==> config.mk <==
export PLATFORM = sky130hd
export DESIGN_NAME = wb_commit_arbiter_flat
export DESIGN_NICKNAME = d
export VERILOG_FILES = /design/src/rtl/wb_commit_arbiter_if.sv /design/src/rtl/wb_commit_arbiter.sv /design/src/flat_wrapper.sv
export SDC_FILE = /design/constraint.sdc
export NUM_CORES = 1
export LEC_CHECK = 0
export ABC_CLOCK_PERIOD_IN_PS = 5100
export BUFFER_PORTS_ARGS = -buffer_cell sky130_fd_sc_hd__buf_2
export CORE_UTILIZATION = 53
export CTS_CLUSTER_SIZE = 30
export DETAILED_ROUTE_END_ITERATION = 12
export PLACE_DENSITY = 0.8
export SYNTH_ARGS = -nofsm -noshare
export SYNTH_HDL_FRONTEND = slang
export SYNTH_SLANG_ARGS = --single-unit
==> constraint.sdc <==
create_clock -name clk -period 5.1 [get_ports clk]
set_input_delay 0.51 -clock clk [delete_from_list [all_inputs] [get_ports clk]]
set_output_delay 0.51 -clock clk [all_outputs]
set_load 0.1 [all_outputs]
==> src/rtl/wb_commit_arbiter_if.sv <==
// Writeback commit bundle: pipeline wb, long-latency
// result stream, scoreboard query and regfile write port.
interface wb_commit_arbiter_if;
  logic        wb_valid;
  logic [4:0]  wb_rd;
  logic [63:0] wb_data;
  logic        wb_stall;
  logic        lr_valid;
  logic [4:0]  lr_rd;
  logic [63:0] lr_data;
  logic        lr_ready;
  logic        issue_valid;
  logic [4:0]  issue_rd;
  logic [4:0]  rs1;
  logic [4:0]  rs2;
  logic        hazard;
  logic [31:0] pending;
  logic        we;
  logic [4:0]  write_addr;
  logic [63:0] write_data;

  modport slave (
    input  wb_valid, wb_rd, wb_data,
    output wb_stall,
    input  lr_valid, lr_rd, lr_data,
    output lr_ready,
    input  issue_valid, issue_rd, rs1, rs2,
    output hazard, pending,
    output we, write_addr, write_data
  );

  modport master (
    output wb_valid, wb_rd, wb_data,
    input  wb_stall,
    output lr_valid, lr_rd, lr_data,
    input  lr_ready,
    output issue_valid, issue_rd, rs1, rs2,
    input  hazard, pending,
    input  we, write_addr, write_data
  );
endinterface

==> src/rtl/wb_commit_arbiter.sv <==
// Writeback commit stage: merges pipeline and buffered
// long-latency results onto the regfile write port.
module wb_commit_arbiter #(
  parameter int DEPTH      = 2,
  parameter int STARVE_MAX = 4
) (
  input logic               clk,
  input logic               rst,
  wb_commit_arbiter_if.slave bus
);
  localparam int AW = (DEPTH > 1) ? $clog2(DEPTH) : 1;
  localparam int CW = AW + 1;
  localparam int SW = $clog2(STARVE_MAX + 1);

  logic [4:0]    mem_rd   [DEPTH];
  logic [63:0]   mem_data [DEPTH];
  logic [AW-1:0] wr_ptr;
  logic [AW-1:0] rd_ptr;
  logic [CW-1:0] count;
  logic [SW-1:0] starve_cnt;
  logic [31:0]   pend_q;
  logic [31:0]   pend_nxt;
  logic          we_q;
  logic [4:0]    addr_q;
  logic [63:0]   data_q;

  logic          lr_ready;
  logic          nonempty;
  logic          starve;
  logic          push;
  logic          pop;
  logic          sel_wb;
  logic [4:0]    head_rd;
  logic [63:0]   head_data;
  logic [4:0]    sel_rd;
  logic [63:0]   sel_data;

  always_comb begin
    lr_ready  = count < CW'(DEPTH);
    nonempty  = count != '0;
    starve    = nonempty
              & (starve_cnt >= SW'(STARVE_MAX));
    push      = bus.lr_valid & lr_ready;
    pop       = starve | (~bus.wb_valid & nonempty);
    sel_wb    = ~starve & bus.wb_valid;
    head_rd   = mem_rd[rd_ptr];
    head_data = mem_data[rd_ptr];
    sel_rd    = pop ? head_rd : bus.wb_rd;
    sel_data  = pop ? head_data : bus.wb_data;
  end

  // Set after clear so a same-cycle issue keeps the bit.
  always_comb begin
    pend_nxt = pend_q;
    if (pop && head_rd != 5'd0)
      pend_nxt[head_rd] = 1'b0;
    if (bus.issue_valid && bus.issue_rd != 5'd0)
      pend_nxt[bus.issue_rd] = 1'b1;
  end

  always_ff @(posedge clk) begin
    if (push) begin
      mem_rd[wr_ptr]   <= bus.lr_rd;
      mem_data[wr_ptr] <= bus.lr_data;
    end
  end

  always_ff @(posedge clk or negedge rst) begin
    if (!rst) begin
      wr_ptr     <= '0;
      rd_ptr     <= '0;
      count      <= '0;
      starve_cnt <= '0;
      pend_q     <= '0;
      we_q       <= 1'b0;
      addr_q     <= '0;
      data_q     <= '0;
    end else begin
      if (push)
        wr_ptr <= wr_ptr + 1'b1;
      if (pop)
        rd_ptr <= rd_ptr + 1'b1;
      unique case (1'b1)
        push & ~pop: count <= count + 1'b1;
        pop & ~push: count <= count - 1'b1;
        default:     count <= count;
      endcase
      if (pop || !nonempty)
        starve_cnt <= '0;
      else if (sel_wb
               && starve_cnt < SW'(STARVE_MAX))
        starve_cnt <= starve_cnt + 1'b1;
      pend_q <= pend_nxt;
      if (pop || sel_wb) begin
        we_q   <= sel_rd != 5'd0;
        addr_q <= sel_rd;
        data_q <= sel_data;
      end else begin
        we_q <= 1'b0;
      end
    end
  end

  assign bus.lr_ready   = lr_ready;
  assign bus.wb_stall   = starve;
  assign bus.pending    = pend_q;
  assign bus.hazard     = pend_q[bus.rs1]
                        | pend_q[bus.rs2];
  assign bus.we         = we_q;
  assign bus.write_addr = addr_q;
  assign bus.write_data = data_q;
endmodule

==> src/flat_wrapper.sv <==
// flat-port wrapper written by rule: the top's interface ports become plain ports
module wb_commit_arbiter_flat 
#(
  parameter int DEPTH      = 2,
  parameter int STARVE_MAX = 4
)
  (clk, rst, bus_wb_valid, bus_wb_rd, bus_wb_data, bus_wb_stall, bus_lr_valid, bus_lr_rd, bus_lr_data, bus_lr_ready, bus_issue_valid, bus_issue_rd, bus_rs1, bus_rs2, bus_hazard, bus_pending, bus_we, bus_write_addr, bus_write_data);
  wb_commit_arbiter_if bus_i ();
  input logic clk;
  input logic rst;
  input wire logic [$bits(bus_i.wb_valid)-1:0] bus_wb_valid;
  input wire logic [$bits(bus_i.wb_rd)-1:0] bus_wb_rd;
  input wire logic [$bits(bus_i.wb_data)-1:0] bus_wb_data;
  output wire logic [$bits(bus_i.wb_stall)-1:0] bus_wb_stall;
  input wire logic [$bits(bus_i.lr_valid)-1:0] bus_lr_valid;
  input wire logic [$bits(bus_i.lr_rd)-1:0] bus_lr_rd;
  input wire logic [$bits(bus_i.lr_data)-1:0] bus_lr_data;
  output wire logic [$bits(bus_i.lr_ready)-1:0] bus_lr_ready;
  input wire logic [$bits(bus_i.issue_valid)-1:0] bus_issue_valid;
  input wire logic [$bits(bus_i.issue_rd)-1:0] bus_issue_rd;
  input wire logic [$bits(bus_i.rs1)-1:0] bus_rs1;
  input wire logic [$bits(bus_i.rs2)-1:0] bus_rs2;
  output wire logic [$bits(bus_i.hazard)-1:0] bus_hazard;
  output wire logic [$bits(bus_i.pending)-1:0] bus_pending;
  output wire logic [$bits(bus_i.we)-1:0] bus_we;
  output wire logic [$bits(bus_i.write_addr)-1:0] bus_write_addr;
  output wire logic [$bits(bus_i.write_data)-1:0] bus_write_data;
  assign bus_i.wb_valid = bus_wb_valid;
  assign bus_i.wb_rd = bus_wb_rd;
  assign bus_i.wb_data = bus_wb_data;
  assign bus_wb_stall = bus_i.wb_stall;
  assign bus_i.lr_valid = bus_lr_valid;
  assign bus_i.lr_rd = bus_lr_rd;
  assign bus_i.lr_data = bus_lr_data;
  assign bus_lr_ready = bus_i.lr_ready;
  assign bus_i.issue_valid = bus_issue_valid;
  assign bus_i.issue_rd = bus_issue_rd;
  assign bus_i.rs1 = bus_rs1;
  assign bus_i.rs2 = bus_rs2;
  assign bus_hazard = bus_i.hazard;
  assign bus_pending = bus_i.pending;
  assign bus_we = bus_i.we;
  assign bus_write_addr = bus_i.write_addr;
  assign bus_write_data = bus_i.write_data;
  wb_commit_arbiter #(.DEPTH(DEPTH), .STARVE_MAX(STARVE_MAX)) u_core (.clk(clk), .rst(rst), .bus(bus_i));
endmodule
==> results of run 1 <==
## logic make-up after synthesis
logic type,Yosys count
multiplexers,90
AO/OA/AOI/OAI,217
flip-flops,247
AND/OR/NAND/NOR,210
buffers and inverters,51
XOR/XNOR,5
adder cells (fa/ha/maj),2
## stage by stage
stage / area (sq um) / setup slack [ps] / hold slack (ps)
6_report: 12690 / 2306 / 75.94
5_1_grt: 12680 / 2158 / 134.8
4_1_cts: 12680 / 2299 / 106.5
3_5_place_dp: 11800 / 2403 / 441.9
3_3_place_gp: 11800 / 2413 / 434.3
2_1_floorplan: 10330 / 373.1 / 214.4
## sequential cells by signal, indices dropped and copies added, names as in the netlist
signal and cells:
u_core.bus.pending 32, u_core.mem_rd 10, u_core.mem_data 128, u_core.bus.write_data 64, u_core.rd_ptr 1, u_core.count 2
u_core.wr_ptr 1, u_core.starve_cnt 3, u_core.bus.we 1, u_core.bus.write_addr 5
## path summary, 6_finish.rpt
path | from | to | slack, ps | cells past startpoint
max in group asynchronous | rst | u_core.bus.write_data[50]$_DFFE_PN0P_ | 3860 | 2
setup reg to reg | u_core.rd_ptr$_DFFE_PN0N_ | u_core.bus.pending[28]$_DFF_PN0_ | 2430 | 5
setup / recovery | u_core.bus.pending[4]$_DFF_PN0_ | bus_hazard | 2310 | 6
min in group clk | bus_lr_data[4] | u_core.mem_data[0][4]$_DFFE_PP_ | 180 | 1
hold reg to reg | u_core.starve_cnt[0]$_DFFE_PN0P_ | u_core.starve_cnt[0]$_DFFE_PN0P_ | 440 | 1
hold / removal | rst | u_core.bus.write_data[12]$_DFFE_PN0P_ | 80 | 1
## layer usage
metal | vias to the layer above | global-route usage | routed length, um
met1 | 3572 | 0.3263 | 9738
met3 | 63 | 0.06210 | 2206
met4 | 0 | 0.08319 | 735
met2 | 357 | 0.4089 | 11880
li1 | 3502 | - | -
met5 | - | 0 | 0
## cells in the mapped netlist (all sizes together), types with 2 or more instances
library cell / n / share of area
nor3: 6 / 0.0034
nand3: 11 / 0.0053
a211oi: 2 / 0.0015
nand3b: 2 / 0.0015
nor2: 79 / 0.029
xnor2: 5 / 0.0042
or3: 3 / 0.0018
nand2b: 9 / 0.0054
buf: 29 / 0.018
and2: 2 / 0.0012
nand2: 78 / 0.028
dfrtp: 109 / 0.26
o21ai: 133 / 0.065
edfxtp: 138 / 0.40
nand4: 4 / 0.0024
clkbuf: 18 / 0.0068
o31ai: 2 / 0.0015
mux2: 5 / 0.0054
nor2b: 8 / 0.0048
inv: 4 / 0.0015
mux2i: 74 / 0.074
and2b: 2 / 0.0016
ha: 2 / 0.0024
a21oi: 73 / 0.035
a311oi: 3 / 0.0025
mux4: 11 / 0.026
## layout make-up
cell class | count | area [sq um] | share of cell area
clock buffers | 36 | 739.5 | 0.05829
flip-flops and latches | 247 | 6875 | 0.5420
multi-input cells | 524 | 3221 | 0.2539
diodes | 3 | 7.507 | 0.0005918
inverters | 4 | 15.01 | 0.001184
clock inverters | 12 | 136.4 | 0.01075
well taps | 260 | 325.3 | 0.02564
repair buffers | 269 | 1366 | 0.1077
## worst max-delay path: cells and delay by family (launching register included)
| kind | cells | cell delay (ps) |
|---|---|---|
| AO/OA/AOI/OAI | 1 | 210 |
| flip-flops | 1 | 420 |
| buffers and inverters | 1 | 310 |
| AND/OR/NAND/NOR | 3 | 320 |
| multiplexers | 1 | 510 |
## layout by cell type, fill, tap and decap left out, drive strengths merged, types with 36 or more instances in the layout
cell type	count
buf	269
edfxtp	138
o21ai	133
dfrtp	109
nor2	79
nand2	78
mux2i	74
a21oi	73
clkbuf	36
==> tab_implementation.tex, run 1 <==
\begin{tabular}{lr}
\hline
Metric & Value \\
\hline
\multicolumn{2}{l}{\textbf{Outcome}} \\
\quad Status & finished, final reports clean \\
\multicolumn{2}{l}{\textbf{Setup path}} \\
\quad Arrival time reported for the critical path endpoint & 2280 ps \\
\quad Cells along the critical path & mux4\_1, nand3b\_1, nand4\_1, a311oi\_1, nand4\_1, buf\_2 \\
\quad Nature of the critical path endpoint & output port \\
\quad Cell repeated most along the worst path & sky130\_fd\_sc\_hd\_\_nand4\_1 \\
\quad Required time of the critical path & 4590 ps \\
\quad Slowest-stage cell, CP & sky130\_fd\_sc\_hd\_\_mux4\_1 \\
\quad Worst setup SP type & flip-flop \\
\quad Crit Path Max Fanout & 4 \\
\quad Critical path's largest stage delay & 510 ps \\
\quad Critical path start-end classification & flip-flop to output port \\
\multicolumn{2}{l}{\textbf{Synthesis}} \\
\quad Mapped Area & 10330 sq um \\
\quad EDFF count, synth & 138 \\
\quad Number of storage elements in the synthesis netlist & 247 \\
\quad Main combinational cell family by area after synthesis & compound AO/OA/AOI/OAI gates \\
\quad Synth warnings & 0 \\
\quad Share of the synthesized netlist area taken by xor and xnor gates & 0.004238 \\
\quad Fraction of synthesized area in multiplexers & 0.1049 \\
\quad Synth unique cells & 47 \\
\quad Area fraction in compound gates after synthesis & 0.1089 \\
\quad Synth async-reset ratio & 0.4413 \\
\quad Share of synthesized area occupied by flip-flops and latches & 0.6650 \\
\quad Post-Synth Simple-Gate Area & 0.08887 \\
\quad Net count after synthesis & 982 \\
\quad Arithmetic-cell share of the synthesized area counting full adders, half adders and majority gates & 0.002422 \\
\quad Number of instances in the synthesized netlist & 822 \\
\quad Most used flip-flop cell after synthesis & sky130\_fd\_sc\_hd\_\_edfxtp\_1 \\
\quad Mean instance size in the synthesized netlist & 12.57 sq um \\
\multicolumn{2}{l}{\textbf{Timing}} \\
\quad Final critical-path share of the clock period & 0.5479 \\
\quad Minimum clock period after layout & 2794 ps \\
\quad RSZ-0062 raised after global routing & no \\
\quad Final max-slew violation count & 0 \\
\quad Total count of hold-check failures in the final report & 0 \\
\quad Final sum of negative setup slack & 0 ps \\
\quad Worst setup skew after layout & 7.266 ps \\
\quad Rel. slew slack & 0.2771 \\
\quad Slew @ Worst Pin & 1080 ps \\
\quad Peak clock frequency supported by timing & 357.9 MHz \\
\quad Setup-violating endpoint count in the final report & 0 \\
\multicolumn{2}{l}{\textbf{Placement}} \\
\quad Placed insts & 1304 \\
\quad \# port buffers & 262 \\
\quad Placed wire-length estimate after detailed placement & 16540 um \\
\quad Final RePlAce weighted congestion & 0.8488 \\
\multicolumn{2}{l}{\textbf{Drt}} \\
\quad Final WL & 24560 um \\
\quad Number of DRC violations after detailed routing & 0 \\
\quad Count of vias placed by the detailed router & 7494 \\
\quad Via/cell ratio & 5.531 \\
\quad Initial detailed-routing violation count & 367 \\
\quad Average wire per cell in the routed design & 18.13 um \\
\quad Remaining number of nets flagged by the antenna check after routing & 0 \\
\quad Pre-antenna DRT Iters & 5 \\
\multicolumn{2}{l}{\textbf{Job}} \\
\quad \# Max-Cap Violations & 0 \\
\multicolumn{2}{l}{\textbf{Clock tree}} \\
\quad Clk pin slew, worst setup/hold paths & 60 ps \\
\quad Clock buffer depth & 3 \\
\quad Clock latency of the later-clocked register in the worst-skew pair & 510 ps \\
\quad H-Tree Depth & 1 \\
\quad TritonCTS Buffers & 26 \\
\quad CTS tree & yes \\
\quad Hold Buf Count CTS & 0 \\
\quad Buffer count from post-CTS setup fixing & 0 \\
\quad CTS-repair resized insts & 0 \\
\quad Clk Tree Root Cell & sky130\_fd\_sc\_hd\_\_clkbuf\_16 \\
\quad CTS Sinks & 247 \\
\multicolumn{2}{l}{\textbf{Finish}} \\
\quad Nets & 1232 \\
\quad Synth-to-layout area growth & 22.76\% \\
\quad Count of placed standard cells in the final layout, fillers left out & 1355 \\
\quad Utilization after layout & 0.6715 \\
\quad Filler cell count in the final layout & 1400 \\
\quad Ratio of cells with drive above 1 in the final layout & 0.3013 \\
\multicolumn{2}{l}{\textbf{Min path}} \\
\quad Worst min-delay path category & primary input to asynchronous set/reset pin \\
\multicolumn{2}{l}{\textbf{Die}} \\
\quad Height of the chip & 141.6 um \\
\quad Placement Rows & 50 \\
\quad Ports placed on the boundary & 263 \\
\quad Die Footprint & 20060 sq um \\
\quad Floorplan die width & 141.6 um \\
\quad Initial cell density of the core & 0.5470 \\
\quad Core Footprint & 18890 sq um \\
\multicolumn{2}{l}{\textbf{Global routing}} \\
\quad Global-route wire length before repair & 38900 um \\
\quad Vias in the first global route & 7427 \\
\quad Global route total overflow & 0 \\
\quad Antenna violations before repair & 3 \\
\quad Largest net degree at the start of global routing & 116 \\
\quad Global Route Usage Sum & 0.2491 \\
\hline
\end{tabular}
Power of run 1 is not shown: default switching activity piles up to over one toggle a cycle in this logic, so the estimate is an artifact.
==> run 2: changes to the inputs <==
ABC_AREA = 1   (was not set)
ABC_CLOCK_PERIOD_IN_PS = 2900   (was 5100)
PLACE_DENSITY = 0.79   (was 0.8)
clock period = 2.9 ns   (was 5.1 ns; I/O delays follow)
==> run 2 against run 1 <==
Sequential cell count unchanged. Core utilization up 3.2 points. Count of clock-buffer cells in the layout down 4. Sequential share of layout area down 4.1 points. Wire length up 18%. Die area up 2.3%. Final area up 8.2%. Critical path depth up 3. Global-route usage up 3.5 points. Cell count up 23%. Critical path type unchanged. Critical endpoint unchanged. Largest cell class unchanged.
==> tab_implementation.tex, run 2 <==
\begin{tabular}{lr}
\hline
Metric & Value \\
\hline
\multicolumn{2}{l}{\textbf{Outcome}} \\
\quad Status & finished, final reports clean (unchanged) \\
\multicolumn{2}{l}{\textbf{Placement}} \\
\quad Final RePlAce weighted congestion & 0.8698 (was 0.8488) \\
\quad \# port buffers & 262 (unchanged) \\
\quad Placed wire-length estimate after detailed placement & 18230 um (was 16540 um) \\
\quad Placed insts & 1537 (was 1304) \\
\multicolumn{2}{l}{\textbf{Setup path}} \\
\quad Crit Path Max Fanout & 4 (unchanged) \\
\quad Arrival time reported for the critical path endpoint & 1980 ps (was 2280 ps) \\
\quad Worst setup SP type & flip-flop (unchanged) \\
\quad Critical path start-end classification & flip-flop to output port (unchanged) \\
\quad Required time of the critical path & 2610 ps (was 4590 ps) \\
\quad Nature of the critical path endpoint & output port (unchanged) \\
\multicolumn{2}{l}{\textbf{Synthesis}} \\
\quad EDFF count, synth & 138 (unchanged) \\
\quad Yosys top cell area share & 0.3920 (was 0.4010) \\
\quad Leading post-synthesis cells by cell area & sky130\_fd\_sc\_hd\_\_edfxtp\_1, sky130\_fd\_sc\_hd\_\_dfrtp\_1, sky130\_fd\_sc\_hd\_\_nand2\_1 (was sky130\_fd\_sc\_hd\_\_edfxtp\_1, sky130\_fd\_sc\_hd\_\_dfrtp\_1, sky130\_fd\_sc\_hd\_\_mux2i\_1) \\
\quad Commonest cells in the netlist & sky130\_fd\_sc\_hd\_\_nand2\_1, sky130\_fd\_sc\_hd\_\_nor2\_1, sky130\_fd\_sc\_hd\_\_edfxtp\_1 (was sky130\_fd\_sc\_hd\_\_edfxtp\_1, sky130\_fd\_sc\_hd\_\_o21ai\_0, sky130\_fd\_sc\_hd\_\_dfrtp\_1) \\
\quad Synth async-reset ratio & 0.4413 (unchanged) \\
\quad Most used flip-flop cell after synthesis & sky130\_fd\_sc\_hd\_\_edfxtp\_1 (unchanged) \\
\quad Number of storage elements in the synthesis netlist & 247 (unchanged) \\
\quad Mean instance size in the synthesized netlist & 10.06 sq um (was 12.57 sq um) \\
\quad Synth warnings & 0 (unchanged) \\
\quad Mapped Area & 10570 sq um (was 10330 sq um) \\
\quad Share of synthesized area occupied by flip-flops and latches & 0.6499 (was 0.6650) \\
\quad Net count after synthesis & 1211 (was 982) \\
\quad Library cell with the largest summed area after synthesis & sky130\_fd\_sc\_hd\_\_edfxtp\_1 (unchanged) \\
\quad Number of instances in the synthesized netlist & 1051 (was 822) \\
\quad Synth unique cells & 31 (was 47) \\
\quad Most frequent cell after synthesis & sky130\_fd\_sc\_hd\_\_nand2\_1 (was sky130\_fd\_sc\_hd\_\_edfxtp\_1) \\
\multicolumn{2}{l}{\textbf{Timing}} \\
\quad Minimum clock period after layout & 2265 ps \\
\quad Setup-violating endpoint count in the final report & 0 (unchanged) \\
\quad Final critical-path share of the clock period & 0.7812 \\
\quad Worst setup skew after layout & 10.99 ps (was 7.266 ps) \\
\quad Final max-slew violation count & 0 (unchanged) \\
\quad Total count of hold-check failures in the final report & 0 (unchanged) \\
\quad Peak clock frequency supported by timing & 441.4 MHz \\
\quad Rel. slew slack & 0.3267 (was 0.2771) \\
\quad RSZ-0062 raised after global routing & no (unchanged) \\
\quad Slew @ Worst Pin & 1010 ps (was 1080 ps) \\
\multicolumn{2}{l}{\textbf{Finish}} \\
\quad Synth-to-layout area growth & 29.83\% (was 22.76\%) \\
\quad Commonest non-fill, non-tap cell in the layout & sky130\_fd\_sc\_hd\_\_buf\_2 (unchanged) \\
\quad Number of flip-flops in the largest register & 128 (unchanged) \\
\quad Count of placed standard cells in the final layout, fillers left out & 1662 (was 1355) \\
\quad Ratio of cells with drive above 1 in the final layout & 0.2502 (was 0.3013) \\
\quad Register bank with the most flops & u\_core.mem\_data (unchanged) \\
\quad Most used cells in the layout excluding fill and tap cells & sky130\_fd\_sc\_hd\_\_buf\_2, sky130\_fd\_sc\_hd\_\_nand2\_1, sky130\_fd\_sc\_hd\_\_nor2\_1 (was sky130\_fd\_sc\_hd\_\_buf\_2, sky130\_fd\_sc\_hd\_\_edfxtp\_1, sky130\_fd\_sc\_hd\_\_o21ai\_0) \\
\quad Nets & 1535 (was 1232) \\
\multicolumn{2}{l}{\textbf{Drt}} \\
\quad Number of DRC violations after detailed routing & 0 (unchanged) \\
\quad Remaining number of nets flagged by the antenna check after routing & 0 (unchanged) \\
\quad Initial detailed-routing violation count & 757 (was 367) \\
\quad Average wire per cell in the routed design & 17.50 um (was 18.13 um) \\
\quad Final WL & 29090 um (was 24560 um) \\
\quad Pre-antenna DRT Iters & 7 (was 5) \\
\quad Via/cell ratio & 5.377 (was 5.531) \\
\quad Count of vias placed by the detailed router & 8936 (was 7494) \\
\multicolumn{2}{l}{\textbf{Global routing}} \\
\quad Global Route Usage Sum & 0.2841 (was 0.2491) \\
\quad Vias in the first global route & 8730 (was 7427) \\
\quad Global-route wire length before repair & 44710 um (was 38900 um) \\
\quad Top Usage Layer GRT & met2 (unchanged) \\
\quad Global route total overflow & 0 (unchanged) \\
\quad Met3 track utilization from global routing & 0.04795 (was 0.06210) \\
\quad Fraction of met1 tracks used by global routing & 0.3583 (was 0.3263) \\
\quad Met2 track demand over resource in global routing & 0.4973 (was 0.4089) \\
\quad Largest net degree at the start of global routing & 91 (was 116) \\
\quad Antenna violations before repair & 2 (was 3) \\
\multicolumn{2}{l}{\textbf{Die}} \\
\quad Core Footprint & 19530 sq um (was 18890 sq um) \\
\quad Die Footprint & 20520 sq um (was 20060 sq um) \\
\quad Initial cell density of the core & 0.5415 (was 0.5470) \\
\quad Floorplan die width & 143.2 um (was 141.6 um) \\
\quad Placement Rows & 51 (was 50) \\
\quad Height of the chip & 143.2 um (was 141.6 um) \\
\quad Ports placed on the boundary & 263 (unchanged) \\
\multicolumn{2}{l}{\textbf{Clock tree}} \\
\quad H-Tree Depth & 1 (unchanged) \\
\quad Clk Tree Root Cell & sky130\_fd\_sc\_hd\_\_clkbuf\_16 (unchanged) \\
\quad Clk pin slew, worst setup/hold paths & 60 ps (about the same) \\
\quad Clock buffer depth & 3 (unchanged) \\
\quad CTS-repair resized insts & 0 (unchanged) \\
\quad TritonCTS Buffers & 26 (unchanged) \\
\quad Clock latency of the later-clocked register in the worst-skew pair & 520 ps (was 510 ps) \\
\quad CTS tree & yes (unchanged) \\
\quad Buffer count from post-CTS setup fixing & 0 (unchanged) \\
\quad CTS Sinks & 247 (unchanged) \\
\multicolumn{2}{l}{\textbf{Job}} \\
\quad \# Max-Cap Violations & 0 (unchanged) \\
\multicolumn{2}{l}{\textbf{Min path}} \\
\quad Worst min-delay path category & primary input to flip-flop (was primary input to asynchronous set/reset pin) \\
\hline
\end{tabular}
[run 2: worst max-delay path, cell delays in order, from the launching register on]
cell and delay, ps:
sky130_fd_sc_hd__dfrtp_1 460, sky130_fd_sc_hd__nand2_1 90, sky130_fd_sc_hd__nand3_1 90, sky130_fd_sc_hd__nand3_1 80
sky130_fd_sc_hd__nand2_1 70, sky130_fd_sc_hd__nand2_1 50, sky130_fd_sc_hd__nand3b_1 70, sky130_fd_sc_hd__nand2_1 60
sky130_fd_sc_hd__nand2_1 60, sky130_fd_sc_hd__buf_2 420
[run 2: stage by stage]
stage	TNS [ps]	utilization	hold slack (ps)	instance area, sq um	setup WS, ps
floorplan	-51100	-	-5.591	10580	-370.3
global placement	0	0.6186	315.2	12080	841.3
detailed placement	0	0.6186	312.2	12080	787.1
CTS	0	0.7027	0.6024	13720	635.3
global route	0	0.7029	20.41	13720	547.4
finish	0	0.7030	19.15	13730	634.5
[run 2: layout make-up]
class | instances | area (sq um)
antenna | 2 | 5.005
inverter | 57 | 216.5
sequential | 247 | 6873
fill | 1419 | 5799
timing repair buffer | 349 | 2180
multi-input combinational | 694 | 3229
tap | 265 | 331.6
clock buffer | 32 | 704.4
clock inverter | 16 | 187.7
[run 2: per-layer routing]
layer | share of wire | wire length (um)
met5 | 0 | 0
met4 | 0.026 | 755
met3 | 0.071 | 2054
met2 | 0.50 | 14670
met1 | 0.40 | 11610
[run 2: path summary, 6_finish.rpt]
path,start,end,slack [ps],depth (start not counted)
worst max register to register,u_core.count[0]$_DFFE_PN0P_,u_core.bus.write_data[23]$_DFFE_PN0P_,760,8
max in group asynchronous,rst,u_core.rd_ptr$_DFFE_PN0N_,1760,3
worst min register to register,u_core.starve_cnt[0]$_DFFE_PN0P_,u_core.starve_cnt[0]$_DFFE_PN0P_,440,1
min in group asynchronous,rst,u_core.bus.write_data[49]$_DFFE_PN0P_,340,2
worst max-delay path,u_core.bus.pending[4]$_DFF_PN0_,bus_hazard,630,9
worst min-delay path,bus_wb_data[10],u_core.bus.write_data[10]$_DFFE_PN0P_,20,3
[run 2: kinds of logic (layout without fill, tap and decap cells)]
family | after synthesis | after routing | synth area share
simple gates | 477 | 477 | 0.1838
flops | 247 | 247 | 0.6499
compound gates | 211 | 211 | 0.1146
buf+inv | 110 | 454 | 0.04604
xor+xnor | 4 | 4 | 0.003314
fa+ha+maj | 2 | 2 | 0.002366
other cells | 0 | 2 | 0
[run 2: what timing repair did]
action | 4_1_cts | 5_1_grt
setup endpoints to repair | 0 | 0
endpoints found under the hold margin | 179 | 0
hold buffers | 75 | 0
Power of run 2 is left out for the same reason.
==> run 3: changes to the inputs <==
ABC_CLOCK_PERIOD_IN_PS = 2300   (was 2900)
clock period = 2.3 ns   (was 2.9 ns; I/O delays follow)
==> run 3 against run 2 <==
Final area up 3.4%. Worst setup slack worse by 470 ps. Cell count increased by 2.7%. Clock skew up 14 ps. Critical path depth did not move. Non-clock buffer count up 50. Core utilization up 2.4 points. Via count grew 4.8%. Critical endpoint unchanged.
==> tab_implementation.tex, run 3 (synthesis results as in run 2) <==
\begin{tabular}{lr}
\hline
Metric & Value \\
\hline
\multicolumn{2}{l}{\textbf{Drt}} \\
\quad Pre-antenna DRT Iters & 5 (was 7) \\
\quad M1 wire length & 11990 um (was 11610 um) \\
\quad Count of vias placed by the detailed router & 9365 (was 8936) \\
\quad Topmost layer with routed signal wires & met4 (unchanged) \\
\quad Via/cell ratio & 5.486 (was 5.377) \\
\quad Sum of met3 wire segment lengths after detailed routing & 2456 um (was 2054 um) \\
\quad Number of DRC violations after detailed routing & 0 (unchanged) \\
\quad Average wire per cell in the routed design & 18.30 um (was 17.50 um) \\
\quad Total met2 wirelength after detailed routing & 15420 um (was 14670 um) \\
\quad Remaining number of nets flagged by the antenna check after routing & 0 (unchanged) \\
\quad Initial detailed-routing violation count & 722 (was 757) \\
\quad Final WL & 31250 um (was 29090 um) \\
\multicolumn{2}{l}{\textbf{Finish}} \\
\quad Cell area after layout & 14190 sq um (was 13730 sq um) \\
\quad Register bank with the most flops & u\_core.mem\_data (unchanged) \\
\quad Synth-to-layout area growth & 34.22\% (was 29.83\%) \\
\quad Most used cells in the layout excluding fill and tap cells & sky130\_fd\_sc\_hd\_\_buf\_2, sky130\_fd\_sc\_hd\_\_nand2\_1, sky130\_fd\_sc\_hd\_\_nor2\_1 (unchanged) \\
\quad Number of flip-flops in the largest register & 128 (unchanged) \\
\quad Count of placed standard cells in the final layout, fillers left out & 1707 (was 1662) \\
\quad Commonest non-fill, non-tap cell in the layout & sky130\_fd\_sc\_hd\_\_buf\_2 (unchanged) \\
\quad Nets & 1583 (was 1535) \\
\quad Ratio of cells with drive above 1 in the final layout & 0.2408 (was 0.2502) \\
\quad Filler cell count in the final layout & 1387 (was 1419) \\
\multicolumn{2}{l}{\textbf{Die}} \\
\quad Placement Rows & 51 (unchanged) \\
\quad Die Footprint & 20520 sq um (unchanged) \\
\quad Floorplan die width & 143.2 um (unchanged) \\
\quad Ports placed on the boundary & 263 (unchanged) \\
\quad Height of the chip & 143.2 um (unchanged) \\
\quad Initial cell density of the core & 0.5415 (unchanged) \\
\quad Core Footprint & 19530 sq um (unchanged) \\
\multicolumn{2}{l}{\textbf{Timing}} \\
\quad Final critical-path share of the clock period & 0.9281 \\
\quad Slew @ Worst Pin & 1008 ps (was 1010 ps) \\
\quad Minimum clock period after layout & 2135 ps \\
\quad Setup-violating endpoint count in the final report & 0 (unchanged) \\
\quad RSZ-0062 raised after global routing & no (unchanged) \\
\quad Peak clock frequency supported by timing & 468.5 MHz \\
\quad Final sum of negative setup slack & 0 ps (unchanged) \\
\quad Worst setup skew after layout & 25.31 ps (was 10.99 ps) \\
\quad Min setup slack post-route & 165.4 ps (was 634.5 ps) \\
\quad Total count of hold-check failures in the final report & 0 (unchanged) \\
\quad Rel. slew slack & 0.3273 (was 0.3267) \\
\quad Final max-slew violation count & 0 (unchanged) \\
\multicolumn{2}{l}{\textbf{Global routing}} \\
\quad Global Route Usage Sum & 0.3078 (was 0.2841) \\
\quad Largest net degree at the start of global routing & 91 (unchanged) \\
\quad Vias in the first global route & 9226 (was 8730) \\
\quad Global-route wire length before repair & 47960 um (was 44710 um) \\
\quad Antenna violations before repair & 1 (was 2) \\
\quad Global route total overflow & 0 (unchanged) \\
\multicolumn{2}{l}{\textbf{Placement}} \\
\quad Placed insts & 1539 (was 1537) \\
\quad Final RePlAce weighted congestion & 0.9069 (was 0.8698) \\
\quad Place WS & 271.1 ps (was 787.1 ps) \\
\quad \# port buffers & 262 (unchanged) \\
\quad Area after detailed placement & 12190 sq um (was 12080 sq um) \\
\quad Placed wire-length estimate after detailed placement & 18740 um (was 18230 um) \\
\multicolumn{2}{l}{\textbf{Setup path}} \\
\quad Cell repeated most along the worst path & sky130\_fd\_sc\_hd\_\_nand3\_1 (was sky130\_fd\_sc\_hd\_\_nand2\_1) \\
\quad Depth of the most critical reg-to-reg path & 6 (was 8) \\
\quad Cells along the critical path & inv\_1, nand2\_1, nand3\_1, nand3\_1, nand3\_1, nand3\_1, nand2\_1, nand2\_1, clkbuf\_4 (was nand2\_1, nand3\_1, nand3\_1, nand2\_1, nand2\_1, nand3b\_1, nand2\_1, nand2\_1, buf\_2) \\
\quad Nature of the critical path endpoint & output port (unchanged) \\
\quad Worst reg2reg setup slack & 410 ps (was 760 ps) \\
\quad Worst setup SP type & flip-flop (unchanged) \\
\quad Required time of the critical path & 2070 ps (was 2610 ps) \\
\quad Start of the worst register-to-register path & u\_core.count[0]\$\_DFFE\_PN0P\_ (unchanged) \\
\quad Slowest-stage cell, CP & sky130\_fd\_sc\_hd\_\_dfrtp\_1 (unchanged) \\
\quad Critical Path Start & u\_core.bus.pending[3]\$\_DFF\_PN0\_ (was u\_core.bus.pending[4]\$\_DFF\_PN0\_) \\
\quad Crit Path Max Fanout & 4 (unchanged) \\
\quad Arrival time reported for the critical path endpoint & 1900 ps (was 1980 ps) \\
\quad Capture point of the worst reg-to-reg path & u\_core.bus.write\_data[42]\$\_DFFE\_PN0P\_ (was u\_core.bus.write\_data[23]\$\_DFFE\_PN0P\_) \\
\quad Critical path's largest stage delay & 480 ps (was 460 ps) \\
\quad Critical path start-end classification & flip-flop to output port (unchanged) \\
\multicolumn{2}{l}{\textbf{Clock tree}} \\
\quad CTS tree & yes (unchanged) \\
\quad Clk Tree Root Cell & sky130\_fd\_sc\_hd\_\_clkbuf\_16 (unchanged) \\
\quad Clk pin slew, worst setup/hold paths & 60 ps (about the same) \\
\quad H-Tree Depth & 1 (unchanged) \\
\quad TritonCTS Buffers & 24 (was 26) \\
\quad CTS Sinks & 247 (unchanged) \\
\quad Clock latency of the later-clocked register in the worst-skew pair & 530 ps (was 520 ps) \\
\quad Clock buffer depth & 3 (unchanged) \\
\multicolumn{2}{l}{\textbf{Outcome}} \\
\quad Status & finished, final reports clean (unchanged) \\
\multicolumn{2}{l}{\textbf{Min path}} \\
\quad Destination of the worst hold path & u\_core.bus.write\_data[55]\$\_DFFE\_PN0P\_ (was u\_core.bus.write\_data[10]\$\_DFFE\_PN0P\_) \\
\quad Start point of the worst min-delay path & bus\_wb\_data[55] (was bus\_wb\_data[10]) \\
\quad Hold path depth & 3 (unchanged) \\
\quad Worst min-delay path category & primary input to flip-flop (unchanged) \\
\multicolumn{2}{l}{\textbf{Job}} \\
\quad \# Max-Cap Violations & 0 (unchanged) \\
\hline
\end{tabular}
## run 3: worst max-delay path by stage
stage | cells after the start | slack (ps) | end
2_1_floorplan | 8 | 5 | bus_hazard
3_3_place_gp | 11 | 300 | bus_hazard
3_5_place_dp | 11 | 270 | bus_hazard
4_1_cts | 9 | 80 | bus_hazard
5_1_grt | 9 | 30 | bus_hazard
6_report | 9 | 170 | bus_hazard
## run 3: repair_timing
action                                  4_1_cts  5_1_grt
endpoints found under the hold margin       230        0
endpoints found under the setup margin        0        1
hold buffers                                123        0
resized for setup                             0        1
buffers inserted                              0        0
## run 3: metrics by stage
step | util | hold WS, ps
floorplan | - | -65.59
global route | 0.7268 | 23.43
finish | 0.7268 | 8.170
detailed placement | 0.6244 | 271.9
global placement | 0.6244 | 271.0
CTS | 0.7265 | 2.686
## run 3: layout make-up
class / instances / area, sq um / area share
multi-input cells: 694 / 3232 / 0.2277
inverters: 57 / 221.5 / 0.01561
clock buffers: 33 / 690.7 / 0.04867
flip-flops and latches: 247 / 6875 / 0.4845
well taps: 265 / 331.6 / 0.02336
clock inverters: 11 / 72.57 / 0.005114
repair buffers: 399 / 2765 / 0.1949
diodes: 1 / 2.502 / 0.0001763
## run 3: layer usage
layer | track usage | vias up
li1 | - | 4319
met1 | 0.3806 | 4430
met2 | 0.5194 | 516
met3 | 0.05869 | 100
met4 | 0.1523 | 0
met5 | 0 | -
## run 3: worst max-delay path, delay by kind of cell (launching register included)
kind          cells  cell delay, ps
simple gates      7             500
flops             1             480
buf+inv           2             400
Power of run 3 is left out for the same reason.
